### src/rtl/ipc_sched_pkg.sv
// Shared types and helpers for the IPC pulse channel scheduler.
package ipc_sched_pkg;

    localparam int NUM_CH = 4;
    localparam int CH_W   = 2;

    typedef enum logic [2:0] {
        S_IDLE,
        S_SILK_WAIT,
        S_ARM,
        S_ON,
        S_OFF,
        S_HOLD
    } sched_state_e;

    function automatic logic [NUM_CH-1:0] ch_onehot(input logic [CH_W-1:0] idx);
        logic [NUM_CH-1:0] oh;
        oh      = '0;
        oh[idx] = 1'b1;
        return oh;
    endfunction

endpackage

### src/rtl/sched_rr_pick.sv
// Round-robin next-channel pick: first enabled channel strictly after last_ch.
module sched_rr_pick
    import ipc_sched_pkg::*;
(
    input  logic [NUM_CH-1:0] ch_en,
    input  logic [CH_W-1:0]   last_ch,
    output logic [CH_W-1:0]   next_ch,
    output logic              valid
);

    logic [CH_W-1:0] cand;

    // Scan from farthest to nearest so the nearest enabled channel wins;
    // offset NUM_CH wraps back onto last_ch itself (single-channel case).
    always_comb begin
        next_ch = last_ch;
        valid   = 1'b0;
        cand    = '0;
        for (int i = NUM_CH; i >= 1; i--) begin
            cand = last_ch + CH_W'(i);
            if (ch_en[cand]) begin
                next_ch = cand;
                valid   = 1'b1;
            end
        end
    end

endmodule

### src/rtl/pulse_channel_sched.sv
// Round-robin discharge pulse scheduler with short-circuit abort and recovery.
// Optional statistics counters enabled by defining PULSE_SCHED_STATS_EN.
module pulse_channel_sched
    import ipc_sched_pkg::*;
#(
    parameter int unsigned            CNT_W       = 16,
    parameter logic [CNT_W-1:0]       SHORT_EXTRA = CNT_W'(500)
) (
    input  logic                clk,
    input  logic                rst_n,
    input  logic                power_start,
    input  logic                silk_reach,
    input  logic [NUM_CH-1:0]   ch_en,
    input  logic [CNT_W-1:0]    ton,
    input  logic [CNT_W-1:0]    ts,
    input  logic                short_flag,
    output logic [NUM_CH-1:0]   fire,
    output logic [CH_W-1:0]     active_ch,
    output logic                busy,
    output logic                short_evt,
    output logic [CNT_W-1:0]    pulse_cnt,
    output logic [CNT_W-1:0]    short_cnt
);

    sched_state_e      state_q, state_d, exit_state;
    logic [CNT_W-1:0]  cnt_q, cnt_d;
    logic [CNT_W-1:0]  ts_q, ts_d;
    logic [CH_W-1:0]   last_ch_q, last_ch_d;
    logic [CH_W-1:0]   active_ch_q, active_ch_d;
    logic [NUM_CH-1:0] fire_q, fire_d;
    logic              short_evt_q, short_evt_d;

    logic [CH_W-1:0]   pick_ch;
    logic              pick_valid;
    logic [CNT_W-1:0]  ton_eff, ts_eff, hold_len;
    logic [CNT_W:0]    hold_sum;
    logic              cnt_last;

    sched_rr_pick u_pick (
        .ch_en   (ch_en),
        .last_ch (last_ch_q),
        .next_ch (pick_ch),
        .valid   (pick_valid)
    );

    assign ton_eff  = (ton == '0) ? CNT_W'(1) : ton;
    assign ts_eff   = (ts  == '0) ? CNT_W'(1) : ts;
    // Recovery time saturates rather than wrapping to a short off-time.
    assign hold_sum = {1'b0, ts_q} + {1'b0, SHORT_EXTRA};
    assign hold_len = hold_sum[CNT_W] ? '1 : hold_sum[CNT_W-1:0];
    assign cnt_last = (cnt_q == CNT_W'(1));

    always_comb begin
        if (power_start && silk_reach && (ch_en != '0)) exit_state = S_ARM;
        else if (power_start)                           exit_state = S_SILK_WAIT;
        else                                            exit_state = S_IDLE;
    end

    always_comb begin
        state_d     = state_q;
        cnt_d       = cnt_q;
        ts_d        = ts_q;
        last_ch_d   = last_ch_q;
        active_ch_d = active_ch_q;
        short_evt_d = 1'b0;
        case (state_q)
            S_IDLE: begin
                if (power_start && (ch_en != '0)) state_d = S_SILK_WAIT;
            end
            S_SILK_WAIT: begin
                if (silk_reach)        state_d = S_ARM;
                else if (!power_start) state_d = S_IDLE;
            end
            S_ARM: begin
                if (!power_start || !pick_valid) begin
                    state_d = S_IDLE;
                end else begin
                    state_d     = S_ON;
                    cnt_d       = ton_eff;
                    ts_d        = ts_eff;
                    last_ch_d   = pick_ch;
                    active_ch_d = pick_ch;
                end
            end
            S_ON: begin
                // Short beats both the terminal count and a power drop.
                if (short_flag) begin
                    state_d     = S_HOLD;
                    cnt_d       = hold_len;
                    short_evt_d = 1'b1;
                end else if (!power_start || cnt_last) begin
                    state_d = S_OFF;
                    cnt_d   = ts_q;
                end else begin
                    cnt_d = cnt_q - CNT_W'(1);
                end
            end
            S_OFF, S_HOLD: begin
                if (cnt_last) state_d = exit_state;
                else          cnt_d   = cnt_q - CNT_W'(1);
            end
            default: state_d = S_IDLE;
        endcase
    end

    // fire is a flop driven from the next state, so it is glitch-free and aligned with ON.
    assign fire_d = (state_d == S_ON) ? ch_onehot(active_ch_d) : '0;

    always_ff @(posedge clk or negedge rst_n) begin
        if (!rst_n) begin
            state_q     <= S_IDLE;
            cnt_q       <= '0;
            ts_q        <= '0;
            last_ch_q   <= CH_W'(NUM_CH - 1);
            active_ch_q <= '0;
            fire_q      <= '0;
            short_evt_q <= 1'b0;
        end else begin
            state_q     <= state_d;
            cnt_q       <= cnt_d;
            ts_q        <= ts_d;
            last_ch_q   <= last_ch_d;
            active_ch_q <= active_ch_d;
            fire_q      <= fire_d;
            short_evt_q <= short_evt_d;
        end
    end

    assign fire      = fire_q;
    assign active_ch = active_ch_q;
    assign busy      = (state_q != S_IDLE);
    assign short_evt = short_evt_q;

`ifdef PULSE_SCHED_STATS_EN
    logic [CNT_W-1:0] pulse_cnt_q, short_cnt_q;
    logic             pulse_done, short_done;

    assign pulse_done = (state_q == S_ON) && (state_d == S_OFF);
    assign short_done = (state_q == S_ON) && (state_d == S_HOLD);

    always_ff @(posedge clk or negedge rst_n) begin
        if (!rst_n) begin
            pulse_cnt_q <= '0;
            short_cnt_q <= '0;
        end else begin
            if (pulse_done) pulse_cnt_q <= pulse_cnt_q + CNT_W'(1);
            if (short_done) short_cnt_q <= short_cnt_q + CNT_W'(1);
        end
    end

    assign pulse_cnt = pulse_cnt_q;
    assign short_cnt = short_cnt_q;
`else
    assign pulse_cnt = '0;
    assign short_cnt = '0;
`endif

endmodule

### config.mk
export PLATFORM = sky130hd
export DESIGN_NAME = pulse_channel_sched
export DESIGN_NICKNAME = d
export VERILOG_FILES = /design/src/rtl/ipc_sched_pkg.sv /design/src/rtl/sched_rr_pick.sv /design/src/rtl/pulse_channel_sched.sv
export SDC_FILE = /design/constraint.sdc
export NUM_CORES = 1
export LEC_CHECK = 0
export ABC_CLOCK_PERIOD_IN_PS = 2600
export BUFFER_PORTS_ARGS = -buffer_cell sky130_fd_sc_hd__buf_2
export CAP_MARGIN = 20
export CORE_UTILIZATION = 33
export DETAILED_ROUTE_END_ITERATION = 8
export SETUP_SLACK_MARGIN = 0.1
export SLEW_MARGIN = 20
export SYNTH_ARGS = -nofsm -noshare
export SYNTH_HDL_FRONTEND = slang
export SYNTH_SLANG_ARGS = --single-unit
### constraint.sdc
create_clock -name clk -period 2.6 [get_ports clk]
set_input_delay 0.13 -clock clk [delete_from_list [all_inputs] [get_ports clk]]
set_output_delay 0.13 -clock clk [all_outputs]
set_load 0.1 [all_outputs]
**Word-level counts from Yosys, hierarchy flattened**

Cells that the tools add are included.

- Input bits: 41
- Register bits: 44
- Output and inout port bits: 40

- Eq/ne operators: 9
- $add $sub $neg: 5
- Bitwise logic cells: 1
- Muxes and demuxes: 40
- Reduce and logical (&&, ||, !) cells: 17
- $lt $le $gt $ge: 6

Operator list:

| kind | count |
|---|---|
| $mux 16 | 7 |
| $pmux 16 s3 | 1 |
| $logic_not 16->1 | 2 |
| $mux 3 | 7 |
| $add 16x9->17 const B | 1 |
| $eq 16x1->1 const B | 1 |
| $sub 16x1->16 const B | 1 |
| $lt 2x3->1 const B | 5 |
| $pmux 3 s5 | 1 |
| $mux 1 | 12 |
| $mux 2 | 6 |
| $eq 3x2->1 const B | 3 |
| $bmux 1 s2 | 4 |
| $eq 3x3->1 const B | 2 |
| $reduce_bool 3->1 | 2 |
| $add 2x2->2 const B | 2 |
| $logic_and 1x1->1 | 4 |
| $mux 4 | 1 |
| $ne 2x2->1 const B | 2 |
| $reduce_bool 4->1 | 1 |
| $eq 3x1->1 const B | 1 |
| $logic_not 3->1 | 1 |
| $reduce_and 3->1 | 1 |
| $add 2x1->2 const B | 1 |
| other kinds (7) | 9 |

**Longest topological paths before layout**

- Word-level depth: 15
- Mapped depth: 10

**Cells and area by module**

From an unflattened synthesis, not the netlist that was laid out.

- Cells, all modules: 430
- Area total of the unflattened synthesis: 3340.7 sq um

By module, submodules not included:

| module | cells an instance | times used | area an instance (sq um) |
|---|---|---|---|
| pulse_channel_sched | 416 | 1 | 3258.1 |
| sched_rr_pick | 14 | 1 | 82.6 |

**Least setup slack after synthesis**

No wires, ideal clock.

- Path type: register to register
- Start: register cnt_q[1]
- End: register fire_q[2], in the netlist fire[2]
- Cell stages (with the launch flop): 10
- Buffers on the path: 1
- Clock period less this slack: 1.927 ns
- Arrival: 1.795 ns
- Path slack: 0.673 ns
- Cells stage by stage: dfrtp_1 > inv_1 > ha_1 > nor4b_1 > and4_1 > buf_4 > nor2_2 > or3_4 > nand2_4 > nor3_1

- Cells in the longest elaborated chain, start to end: 7

Ends and longest elaborated chain:

| element | line | text |
|---|---|---|
| from (decl) | pulse_channel_sched.sv:26 | `logic [CNT_W-1:0] cnt_q, cnt_d;` |
| from (signal assigned) | pulse_channel_sched.sv:120 | `cnt_q <= cnt_d;` |
| $eq 16x1->1 * | pulse_channel_sched.sv:51 | `assign cnt_last = (cnt_q == CNT_W'(1));` |
| $logic_or 1x1->1 | pulse_channel_sched.sv:91 | `end else if (!power_start \|\| cnt_last) begin` |
| $mux 3 | pulse_channel_sched.sv:91 |  |
| $mux 3 | pulse_channel_sched.sv:87 | `if (short_flag) begin` |
| $pmux 3 s5 * | pulse_channel_sched.sv:66 | `case (state_q)` |
| net state_d[1] | pulse_channel_sched.sv:25 | `sched_state_e state_q, state_d, exit_state;` |
| $eq 3x2->1 * | pulse_channel_sched.sv:107 | `assign fire_d = (state_d == S_ON) ? ch_onehot(active_ch_d) : '0;` |
| $mux 4 * | pulse_channel_sched.sv:107 |  |
| net fire_d[2] | pulse_channel_sched.sv:30 | `logic [NUM_CH-1:0] fire_q, fire_d;` |
| to (signal assigned) | pulse_channel_sched.sv:124 | `fire_q <= fire_d;` |
| to (decl) | pulse_channel_sched.sv:30 |  |

The timed path passes the listed nets; every way through them passes the cells marked *.
A chain may end at the register's enable or synchronous reset.

**Worst setup path in the final report**

- Start: register cnt_q[0]
- End: register cnt_q[8]

- Cells in the longest elaborated chain, start to end: 5

Ends and longest elaborated chain:

| element |
|---|
| branches (longest 5 deep; another with $sub 16x1->16) |

Several ways; the timed one is not identified. The select of a mux whose other input is x is not followed.

==> metrics.txt <==
Die H=102 um; min-delay src=ts[12]; CTS tree=built; core area=9420 um2; Ys Warns=0; min Tclk post-route=2.32 ns; first-pass GRT wire length=14400 um; clock sink count=44; Final period util=89.2%; post-synthesis sequential area ratio=33.7%; Achievable Freq=431 MHz; Final Routed Wirelength=9000 um; outcome=finished clean; Clk Latency, worst-skew pair=0.31 ns; register-to-register setup slack=0.28 ns; Gate power share=52.1%; DR WL/cell=15.9 um; CP startpoint kind=register; residual overflow from global routing=0; Detailed Routing Iterations Pass 1=5; Vias=3134; post_cts resized=0; min-delay worst type=in -> reg; Clk pwr share=13.2%; Reg2Reg Depth=7; Mean Syn Cell Area=8.44 um2; initial drt markers=178; Slew headroom=56.8%; Primary FF master, synth=dfrtp_1; Mapped Cells=388; post-synth top area share=32.1%; Final Setup Violations=0; WP data required=2.80 ns; clock skew=0.00922 ns; GPL Wtd Cong=0.923; die width=102 um; Synth cell types=62; Reg clk slew, reported paths=0.09 ns; Initial Util=34.8%; final core occ=38.9%; maximum vdd drop=0.000735 V; RR Startpoint=cnt_q[0]$_DFFE_PN0P_; Layout Area Growth over Synthesis=12.0%; Row Count=35; max-slew violations=0; vias in the first global route=2861; Post-synth top cells=dfrtp_1 (42), buf_4 (34), o21ai_0 (29); largest cells by area after synthesis=dfrtp_1 (32%), buf_4 (7.8%), o21ai_0 (4.4%); final hold violations=0; Placed Area=3550 um2; largest net degree at the start of global routing=45; Post-Layout Inst Area=3670 um2; setup TNS=0 ns; max-cap violations=0; Tot GR Track Use=18.1%; Clock Tree Buf Depth=2; largest area contributor in the netlist=dfrtp_1; initial antenna violation count=0; Net Sw Frac=50.3%; root buf cell=clkbuf_8; # H-tree levels=2; post-detail-place hpwl=6770 um; most frequent cell after synthesis=dfrtp_1; fin nets=479; critical-path maximum fanout=14; Setup Crit Path Kind=reg -> reg; Worst Hold Depth=2; power per cell area=1110 nW/um2; Antenna Violating Nets Remaining=0; Fillers=986; share of flip-flops with an asynchronous set or reset=100%; Psw=2.05 mW; vias per cell=5.55; port bufs=48; sequential share of power=34.7%; Post-synth EDFFs=0; Syn Std Cell Area=3270 um2; leakage power=1.60 nW; Hold Crit Endpoint=ts_q[12]$_DFFE_PN0P_; drc violations=0; Internal Dissipation=2.03 mW; post-synthesis register bit count=44; Reg2Reg Capture Point=cnt_q[8]$_DFFE_PN0P_; io pins=81; CP endpoint kind=register; Worst-Margin Slew=0.648 ns; Die Area=10300 um2; RSZ-0062 raised after global routing=no; Num CTS Buffers=5; crit path DAT=2.52 ns; layout cells sized above 1=20.6%; ANT cells=0
==> what timing repair did <==
| item | 4_1_cts | 5_1_grt |
|---|---|---|
| buffers inserted | 0 | 0 |
| hold buffers | 0 | 1 |
| hold endpoints to repair | 0 | 42 |
==> worst max-delay path, stage by stage, from the launching register on <==
cell and delay (ns):
dfrtp_1 0.47, ha_1 0.25, nor4b_1 0.15, and4_1 0.23, o22ai_1 0.52, buf_4 0.31
o21ai_0 0.10, a22o_1 0.18
==> layer usage <==
metal | part of all wire (%) | up-vias | global-route usage, %
met3 | 6.1 | 13 | 3.38
met1 | 47 | 1484 | 24.8
met2 | 45 | 138 | 28.5
met5 | 0 | - | 0
met4 | 1.5 | 0 | 6.24
li1 | - | 1499 | -
==> logic make-up after synthesis <==
group	after synthesis	share of synthesized area (%)
DFF	44	33.7
and+or+nand+nor	141	24.7
other	1	0.115
buffers and inverters	65	11.6
adders and majority gates	3	1.15
xor gates and xnor gates	3	0.803
AOI/OAI and AO/OA	125	25.9
muxes	6	2.06
==> worst max-delay path by stage <==
| stage | slack [ns] | depth (start not counted) | to | from |
|---|---|---|---|---|
| floorplan | 0.67 | 9 | fire[2]$_DFF_PN0_ | cnt_q[1]$_DFFE_PN0P_ |
| global placement | 0.42 | 7 | cnt_q[7]$_DFFE_PN0P_ | cnt_q[0]$_DFFE_PN0P_ |
| detailed placement | 0.33 | 7 | cnt_q[12]$_DFFE_PN0P_ | cnt_q[0]$_DFFE_PN0P_ |
| CTS | 0.33 | 7 | cnt_q[7]$_DFFE_PN0P_ | cnt_q[0]$_DFFE_PN0P_ |
| global route | 0.19 | 7 | cnt_q[8]$_DFFE_PN0P_ | cnt_q[0]$_DFFE_PN0P_ |
| finish | 0.28 | 7 | cnt_q[8]$_DFFE_PN0P_ | cnt_q[0]$_DFFE_PN0P_ |
==> power groups by stage <==
stage	registers [mW]	logic, mW	clock network [mW]
floorplan	1.41	1.61	0
global placement	1.40	2.09	0
detailed placement	1.42	2.10	0
CTS	1.40	2.11	0.550
global route	1.47	2.32	0.574
finish	1.42	2.13	0.539
==> state kept, by name (all words and copies together) (netlist names) <==
signal     count
fire           4
active_ch      2
last_ch_q      2
cnt_q         16
ts_q          16
state_q        3
short_evt      1
==> cells in the final DEF, fill, tap and decap left out, types with 4 or more instances in the layout <==
| cell | instances |
|---|---|
| buf_2 | 47 |
| o31ai_1 | 6 |
| dfrtp_1 | 42 |
| nand2_1 | 25 |
| buf_4 | 12 |
| a21oi_1 | 25 |
| nor3_1 | 16 |
| nor2_1 | 23 |
| a22o_1 | 14 |
| conb_1 | 32 |
| and2_1 | 4 |
| nand3_1 | 15 |
| a31oi_1 | 6 |
| nor2b_1 | 4 |
| o21ai_1 | 4 |
| clkbuf_8 | 5 |
| inv_1 | 14 |
| a211oi_1 | 6 |
| or3_1 | 5 |
| and3_1 | 6 |
| o22ai_1 | 5 |
| nor4_1 | 12 |
| mux2_2 | 6 |
| o21ai_0 | 29 |
==> area by class of cell <==
cell class / instances / area (um2) / area share, %
flip-flops and latches: 44 / 1100 / 30.1
inverters: 14 / 52.6 / 1.43
well taps: 129 / 161 / 4.40
multi-input cells: 310 / 1910 / 52.0
repair buffers: 60 / 335 / 9.15
clock inverters: 2 / 35.0 / 0.956
clock buffers: 6 / 72.6 / 1.98
==> metrics by stage <==
stage / cells / setup WS (ns) / total power, mW / hold slack (ns)
floorplan: 419 / 0.673 / 3.02 / -0.166
global placement: 556 / 0.421 / 3.49 / 0.359
detailed placement: 556 / 0.334 / 3.52 / 0.369
CTS: 564 / 0.333 / 4.06 / 0.0391
global route: 565 / 0.188 / 4.36 / 0.0606
finish: 565 / 0.281 / 4.08 / 0.0616
Note: power is estimated with default switching activity, not from simulation.
